**config.mk**
```make
export PLATFORM = sky130hd
export DESIGN_NAME = aes_inv_key_sched
export DESIGN_NICKNAME = d
export VERILOG_FILES = /design/src/rtl/aes_pkg.sv /design/src/rtl/aes_sbox4.sv /design/src/rtl/aes_inv_key_sched.sv
export SDC_FILE = /design/constraint.sdc
export NUM_CORES = 1
export LEC_CHECK = 0
export ABC_AREA = 1
export CAP_MARGIN = 10
export CELL_PAD_IN_SITES_DETAIL_PLACEMENT = 2
export CELL_PAD_IN_SITES_GLOBAL_PLACEMENT = 2
export CORE_AREA = 2 2 263 265
export CTS_BUF_LIST = sky130_fd_sc_hd__clkbuf_2
export DETAILED_ROUTE_END_ITERATION = 8
export DIE_AREA = 0 0 265 267
export GPL_TIMING_DRIVEN = 0
export PLACE_DENSITY = 0.91
export SLEW_MARGIN = 5
export SYNTH_ARGS = -nofsm -noshare
export SYNTH_HDL_FRONTEND = slang
export SYNTH_SLANG_ARGS = --single-unit
export TNS_END_PERCENT = 20
```
**constraint.sdc**
```tcl
create_clock -name clk -period 4.5 [get_ports clk]
set_clock_uncertainty 0.15 [all_clocks]
set_input_delay 0.45 -clock clk [delete_from_list [all_inputs] [get_ports clk]]
set_output_delay 0.45 -clock clk [all_outputs]
set_load 0.02 [all_outputs]
```
**src/rtl/aes_pkg.sv**
```systemverilog
// Shared AES definitions: key/word types, S-box and Rcon helpers, scheduler FSM states.
// StFwd exists only when AES_INV_KEY_SCHED_FWD_PRECOMPUTE_EN is defined.
package aes_pkg;

    localparam int unsigned NUM_ROUNDS = 10;

    typedef logic [31:0]  word_t;
    typedef logic [127:0] key_t;

    typedef enum logic [1:0] {
        StIdle,
        StEmit
`ifdef AES_INV_KEY_SCHED_FWD_PRECOMPUTE_EN
        , StFwd
`endif
    } state_t;

    // Entry 0 sits in the most significant byte.
    localparam logic [2047:0] SboxTable = {
        128'h637c777bf26b6fc53001672bfed7ab76,
        128'hca82c97dfa5947f0add4a2af9ca472c0,
        128'hb7fd9326363ff7cc34a5e5f171d83115,
        128'h04c723c31896059a071280e2eb27b275,
        128'h09832c1a1b6e5aa0523bd6b329e32f84,
        128'h53d100ed20fcb15b6acbbe394a4c58cf,
        128'hd0efaafb434d338545f9027f503c9fa8,
        128'h51a3408f929d38f5bcb6da2110fff3d2,
        128'hcd0c13ec5f974417c4a77e3d645d1973,
        128'h60814fdc222a908846eeb814de5e0bdb,
        128'he0323a0a4906245cc2d3ac629195e479,
        128'he7c8376d8dd54ea96c56f4ea657aae08,
        128'hba78252e1ca6b4c6e8dd741f4bbd8b8a,
        128'h703eb5664803f60e613557b986c11d9e,
        128'he1f8981169d98e949b1e87e9ce5528df,
        128'h8ca1890dbfe6426841992d0fb054bb16
    };

    function automatic logic [7:0] sbox(input logic [7:0] b);
        return SboxTable[2047 - 8 * int'(b) -: 8];
    endfunction

    function automatic word_t rotWord(input word_t w);
        return {w[23:0], w[31:24]};
    endfunction

    function automatic word_t rcon(input logic [3:0] r);
        logic [7:0] c;
        case (r)
            4'd1:    c = 8'h01;
            4'd2:    c = 8'h02;
            4'd3:    c = 8'h04;
            4'd4:    c = 8'h08;
            4'd5:    c = 8'h10;
            4'd6:    c = 8'h20;
            4'd7:    c = 8'h40;
            4'd8:    c = 8'h80;
            4'd9:    c = 8'h1b;
            4'd10:   c = 8'h36;
            default: c = 8'h00;
        endcase
        return {c, 24'h000000};
    endfunction

endpackage

```
**src/rtl/aes_sbox4.sv**
```systemverilog
// Combinational SubWord: four parallel byte S-box lookups.
module aes_sbox4
    import aes_pkg::*;
(
    input  logic [31:0] wordIn,
    output logic [31:0] wordOut
);

    always_comb begin
        wordOut = '0;
        for (int i = 0; i < 4; i++) begin
            wordOut[8*i +: 8] = sbox(wordIn[8*i +: 8]);
        end
    end

endmodule

```
**src/rtl/aes_inv_key_sched.sv**
```systemverilog
// Iterative AES-128 inverse key scheduler; emits round keys 10..0 over valid/ready.
// Define AES_INV_KEY_SCHED_FWD_PRECOMPUTE_EN to load the cipher key and expand forward first.
module aes_inv_key_sched
    import aes_pkg::*;
(
    input  logic         clk,
    input  logic         rst,
    input  logic         start,
    input  logic [127:0] key_in,
    output logic         busy,
    output logic         rk_valid,
    input  logic         rk_ready,
    output logic [127:0] rk_out,
    output logic [3:0]   rk_round,
    output logic         done
);

    state_t stateQ, stateD;
    key_t   rkQ, rkD;
    logic [3:0] roundQ, roundD;
    logic   doneQ, doneD;

    word_t w0, w1, w2, w3;
    word_t p0, p1, p2, p3;
    word_t sboxIn, sboxOut;
    key_t  invKey;

    assign w0 = rkQ[127:96];
    assign w1 = rkQ[95:64];
    assign w2 = rkQ[63:32];
    assign w3 = rkQ[31:0];

    assign p3 = w3 ^ w2;
    assign p2 = w2 ^ w1;
    assign p1 = w1 ^ w0;
    assign p0 = w0 ^ sboxOut ^ rcon(roundQ);
    assign invKey = {p0, p1, p2, p3};

`ifdef AES_INV_KEY_SCHED_FWD_PRECOMPUTE_EN
    word_t n0, n1, n2, n3;
    key_t  fwdKey;

    assign n0 = w0 ^ sboxOut ^ rcon(roundQ + 4'd1);
    assign n1 = n0 ^ w1;
    assign n2 = n1 ^ w2;
    assign n3 = n2 ^ w3;
    assign fwdKey = {n0, n1, n2, n3};

    always_comb begin
        sboxIn = rotWord(p3);
        if (stateQ == StFwd) begin
            sboxIn = rotWord(w3);
        end
    end
`else
    assign sboxIn = rotWord(p3);
`endif

    aes_sbox4 uSbox (
        .wordIn  (sboxIn),
        .wordOut (sboxOut)
    );

    always_comb begin
        stateD = stateQ;
        rkD    = rkQ;
        roundD = roundQ;
        doneD  = 1'b0;
        case (stateQ)
            StIdle: begin
                // doneQ high means the last key was accepted just now; a start here is dropped.
                if (start && !doneQ) begin
                    rkD = key_in;
`ifdef AES_INV_KEY_SCHED_FWD_PRECOMPUTE_EN
                    stateD = StFwd;
                    roundD = 4'd0;
`else
                    stateD = StEmit;
                    roundD = 4'(NUM_ROUNDS);
`endif
                end
            end
            StEmit: begin
                if (rk_ready) begin
                    if (roundQ == 4'd0) begin
                        stateD = StIdle;
                        doneD  = 1'b1;
                    end else begin
                        rkD    = invKey;
                        roundD = roundQ - 4'd1;
                    end
                end
            end
`ifdef AES_INV_KEY_SCHED_FWD_PRECOMPUTE_EN
            StFwd: begin
                rkD    = fwdKey;
                roundD = roundQ + 4'd1;
                if (roundQ == 4'(NUM_ROUNDS - 1)) begin
                    stateD = StEmit;
                end
            end
`endif
            default: stateD = StIdle;
        endcase
    end

    always_ff @(posedge clk or posedge rst) begin
        if (rst) begin
            stateQ <= StIdle;
            rkQ    <= '0;
            roundQ <= '0;
            doneQ  <= 1'b0;
        end else begin
            stateQ <= stateD;
            rkQ    <= rkD;
            roundQ <= roundD;
            doneQ  <= doneD;
        end
    end

    // All outputs come straight from registers; rk_ready only steers next state.
    assign busy     = (stateQ != StIdle);
    assign rk_valid = (stateQ == StEmit);
    assign rk_out   = rkQ;
    assign rk_round = roundQ;
    assign done     = doneQ;

endmodule

```
# [Word-level counts from Yosys, hierarchy flattened]
# Memory sizes are Yosys's and may differ from the RTL's.
# Cells that the tools add are included.
[totals] reg_bits=135 latch_bits=0 ram_bits=0 romBits=128 in_bits=132 out_inout_bits=135 elab_cells=47 n_memories=1
[memory_table] name="(name not given)" words=16 word_bits=8 read_ports=1 rd_clocked_by_memory_dff=0 write_ports=0 line="aes_pkg.sv:48" text="case (r)"
[classes] addsub=5 n_mul=0 n_div=0 n_lt_le_gt_ge=0 n_eq_ne=5 n_shift=4 muxes=15 bitwise=5 reduce_logical=8
[op_table] cell="2055-bit by 32-bit indexed part select with 8-bit output, first input constant" count=4
[op_table] cell="128-bit two-way mux" count=3
[op_table] cell="128-bit one-hot mux with 2 select lines" count=1
[op_table] cell="32-bit bitwise XOR" count=5
[op_table] cell="11-bit by 11-bit subtractor with 12-bit output, first input constant" count=4
[op_table] cell="4-bit two-way mux" count=3
[op_table] cell="4-bit one-hot mux with 2 select lines" count=1
[op_table] cell="2-bit two-way mux" count=3
[op_table] cell="4-bit logical NOT" count=1
[op_table] cell="2-bit by 1-bit != test with 1-bit output, second input constant" count=2
[op_table] cell="2-bit != test, second input constant" count=2
[op_table] cell="2-bit one-hot mux with 2 select lines" count=1
[op_table] cell="4-bit AND reduction" count=1
[op_table] cell="2-bit nonzero test" count=2
[op_table] cell="4-bit by 1-bit subtractor with 4-bit output, second input constant" count=1
[op_table] cell="1-bit two-way mux" count=3
[op_table] cell="3-bit AND reduction" count=1
[op_table] cell="2-bit by 1-bit == test with 1-bit output, second input constant" count=1
[op_table] cell="2-bit logical NOT" count=1
[op_table] cell="1-bit logical AND" count=1
[op_table] cell="1-bit logical NOT" count=1

# [Logic depth before layout (Yosys ltp)]
[logic_depth] depth_word=8 depth_mapped=20 mapped_depth_nobuf=20

# [Hierarchy]
# Synthesis repeated with hierarchy kept, for this count alone.
[unflattened] cells_unflattened=3742 hier_area_um2=20193.1
[by_module_without_submodules] module="aes_sbox4" n_inst=1 cells_per_inst=2488 area_per_inst_um2=11437.2
[by_module_without_submodules] module="aes_inv_key_sched" n_inst=1 cells_per_inst=1254 area_per_inst_um2=8755.9

# [Worst setup path before layout]
# No wires, ideal clock.
[synth_path] kind="flip-flop to flip-flop" from="reg rkQ[33], in the netlist rk_out[33]" to="reg rkQ[107], in the netlist rk_out[107]" arrival_ns=2.388 setup_slack_ns=1.844 path_stages_with_launch=20 n_path_buf=0 period_less_slack_ns=2.656 path_cell_list="dfrtp_1 inv_1 nand2_1 nand2_2 clkinv_1 ha_1 nor2_1 nand2_1 nand2_1 nand2_1 nand2_1 nand2_1 nand2_1 nand2_1 nand3_1 nand3_1 nand2_1 nand2_1 nand3_1 nand2_1"
[synth_between] elab_chain_cells=8
[synth_rtl] element="from (decl)" line="aes_inv_key_sched.sv:19" text="key_t rkQ, rkD;"
[synth_rtl] element="from (signal assigned)" line="aes_inv_key_sched.sv:115" text="rkQ <= rkD;"
[synth_rtl] element="32-bit bitwise XOR" line="aes_inv_key_sched.sv:33" text="assign p3 = w3 ^ w2;"
[synth_rtl] element="11-bit by 11-bit subtractor with 12-bit output" line="aes_pkg.sv:39" text="return SboxTable[2047 - 8 * int'(b) -: 8];"
[synth_rtl] element="2055-bit by 32-bit indexed part select with 8-bit output" line="aes_pkg.sv:39"
[synth_rtl] element="32-bit bitwise XOR (2 in a row)" line="aes_inv_key_sched.sv:36" text="assign p0 = w0 ^ sboxOut ^ rcon(roundQ);"
[synth_rtl] element="128-bit two-way mux" line="aes_inv_key_sched.sv:85" text="if (roundQ == 4'd0) begin"
[synth_rtl] element="128-bit two-way mux" line="aes_inv_key_sched.sv:84" text="if (rk_ready) begin"
[synth_rtl] element="128-bit one-hot mux with 2 select lines" line="aes_inv_key_sched.sv:69" text="case (stateQ)"
# No other way between the ends. The select of a mux whose other input is x is not followed.
# A chain may end at the register's enable or synchronous reset.

# [Worst setup path after layout]
# Ends and elaborated chain as after synthesis.

==> impl_metrics.json <==
{
  "clockBufferDepth": 2,
  "die_width_um": 265,
  "yosysUniqueCellTypes": 39,
  "path_common_cell": "nand2_1",
  "dr.pass1.iters": 6,
  "whs_ps": 8.37,
  "clk_pin_slew_worst_paths_ps": 290,
  "whs_path_depth": 3,
  "initial_core_util_pct": 28.7,
  "fin_tns_setup_ps": 0,
  "cts_max_level": 4,
  "setup_slack_ps": 328,
  "cts_buffers": 17,
  "grt_pass1_wl_mm": 238,
  "grt_pass1_vias": 32125,
  "r2r_setup_slack_ps": 330,
  "worstRegToRegCells": 17,
  "hold-path-endpoint": "rk_out[1]",
  "io_pins": 267,
  "ys_top_cells_by_area": "nand3_1 26%, nand2_1 23%, dfrtp_1 17%",
  "insertion_delay_ps": 1080,
  "ys_seq_elements": 134,
  "slowest_delay_ps": 570,
  "synthMuxAreaShare_pct": 0,
  "drtIter0Drc": 4486,
  "fillCellCount": 8704,
  "synth_compound_area_share_pct": 11.0,
  "slew_headroom_pct": 4.65,
  "outcome": "finished, final reports clean",
  "die_area_um2": 70800,
  "period_share_pct": 92.7,
  "r2r-end": "rk_out[107]",
  "syn_area_per_cell_um2": 5.43,
  "nets": 4171,
  "cp_slowest_cell": "clkinvlp_4",
  "synth-edff-count": 0,
  "hold_violations": 0,
  "dpl_cell_area_um2": 23300,
  "core.rowCount": 96,
  "ant_nets": 0,
  "critical_path_buf_inv_count": 3,
  "synth_area_leader_cell": "nand3_1",
  "cts_tree": "built",
  "max_cap_violations": 0,
  "synth_top_family_by_area": "simple AND/OR/NAND/NOR gates",
  "syn_to_final_growth_pct": 26.0,
  "async_flop_share_pct": 100,
  "synth_top_area_share_pct": 25.7,
  "crit_required_ps": 5360,
  "crit_fanout": 14,
  "track_usage_pct": 46.5,
  "design.core.area_um2": 68000,
  "layout-drive-gt1-share_pct": 5.21,
  "grt_max_degree": 74,
  "cts.sinks": 134,
  "root_buffer": "clkbuf_2",
  "totalWireLength_mm": 169,
  "synth_flop_cell": "dfrtp_1",
  "yosysSeqAreaShare_pct": 17.2,
  "synth_simple_gate_area_share_pct": 56.4,
  "path_delay_family": "simple AND/OR/NAND/NOR gates",
  "hpwl_mm": 126,
  "worstPathCellList": "inv_1 -> nand2_1 -> nand2_2 -> clkinvlp_4 -> ha_1 -> nor2_1 -> inv_1 -> nand2_1 -> nand2_1 -> nand3_1 -> nand3_1 -> nand3_1 -> nand3_1 -> nand2_1 -> nand2_1 -> nand3_1 -> nand2_1",
  "vias_per_cell": 6.45,
  "crit_arrival_ps": 5030,
  "regArea_um2": 3350,
  "cp-start-kind": "register",
  "syn_nets": 3782,
  "slew_violations": 0,
  "die_y_um": 267,
  "drcViolationCount": 0,
  "synthCells": 3592,
  "tightestPinTransition_ps": 1430,
  "rsz0062_at_grt": "false",
  "yosys_warnings": 0,
  "max_freq_mhz": 240,
  "syn_area_um2": 19500,
  "layout_commonest_cell": "nand2_1",
  "wl_per_cell_um": 34.7,
  "final_cell_mix": "1205 x nand2_1, 1003 x nand3_1, 266 x clkdlybuf4s50_1",
  "synthXorXnorAreaFrac_pct": 1.90,
  "cp-end-kind": "register",
  "finalCriticalPeriod_ps": 4170,
  "pre_cts_ws_ps": 216,
  "worstHoldPathType": "input pin to register",
  "antenna_found_initial": 9,
  "multiInputGateArea_um2": 14200,
  "place.port_buffers": 266,
  "worstHoldStart": "key_in[1]",
  "globalplace.congestion": 1.09,
  "synthAdderAreaFrac_pct": 3.72,
  "fin_area_um2": 24600,
  "timing_worst_setup_path_type": "register to register",
  "setup_viol": 0,
  "via_count": 31469,
  "rr_startpoint": "rk_out[33]",
  "grt_overflow": 0
}
-- cell usage after synthesis (9+ instances only) --
master    count
nand3_1    1003
buf_1        11
xor2_1        9
nand3b_1     25
nand2_2      26
o21ai_0     165
a21oi_1     113
dfrtp_1     134
buf_2        91
nand2_1    1205
ha_1         58
inv_2        10
o211ai_1     41
inv_1       206
nor2_1      238
a32oi_1       9
o21ai_1       9
buf_4        18
clkbuf_1    104
xnor2_1      11
a31oi_1      18
nand4_1      20
o22ai_1      20
clkinv_1      9
-- stage by stage --
| stage | util, % | instances |
|---|---|---|
| 2_1_floorplan | - | 3592 |
| 3_3_place_gp | 34.2 | 4740 |
| 3_5_place_dp | 34.3 | 4742 |
| 4_1_cts | 36.1 | 4875 |
| 5_1_grt | 36.2 | 4878 |
| 6_report | 36.2 | 4882 |
-- worst reg2reg max path, delay by kind of cell (launching register included) --
| family | cells | cell delay, ps |
|---|---|---|
| AND/OR/NAND/NOR | 13 | 2240 |
| flip-flops | 1 | 520 |
| adder cells (fa/ha/maj) | 1 | 460 |
| buffers and inverters | 3 | 780 |
-- area by class of cell --
class                   instances  area share (%)
multi-input cells            3005            57.9
repair buffers                370            15.2
flip-flops and latches        134            13.6
well taps                     882            4.49
plain buffers                 228            4.34
inverters                     225            3.48
clock inverters                14           0.524
clock buffers                  18           0.366
diodes                          6          0.0611
-- sequential cells by signal, indices dropped and copies added (netlist names) --
| name | cells |
|---|---|
| done | 1 |
| rk_round | 4 |
| stateQ | 1 |
| rk_out | 128 |
-- worst max-delay path by stage --
stage | slack [ps] | endpoint | cells past startpoint | startpoint
5_1_grt | 220 | rk_out[107] | 17 | rk_out[33]
4_1_cts | 180 | rk_out[110] | 17 | rk_out[33]
3_5_place_dp | 220 | rk_out[110] | 17 | rk_out[33]
3_3_place_gp | -2240 | rk_out[11] | 2 | rst
2_1_floorplan | 320 | done | 1 | rst
6_report | 330 | rk_out[107] | 17 | rk_out[33]
-- routing by layer --
layer  vias up  GRT usage, %  routed length [um]
li1      12789             -                   -
met1     15605          58.9               65400
met2      2409          70.3               71300
met3       658          11.9               20000
met4         8          28.9               12500
met5         -             0                  46
-- logic make-up (layout without fill, tap and decap cells) --
group           Yosys count  in the layout
fa+ha+maj                58             58
other cells               0              6
simple gates           2529           2529
compound gates          386            386
flops                   134            134
buf+inv                 453            855
xor+xnor                 32             32
-- what timing repair did --
action,CTS,global route
hold buffers,101,0
hold endpoints to repair,172,0
resized for setup,0,1
setup buffers,0,0
setup endpoints to repair,0,3
Power is left out: the tool's default activity adds up to more than one toggle a clock period on the data nets, which glitch-free logic cannot reach.
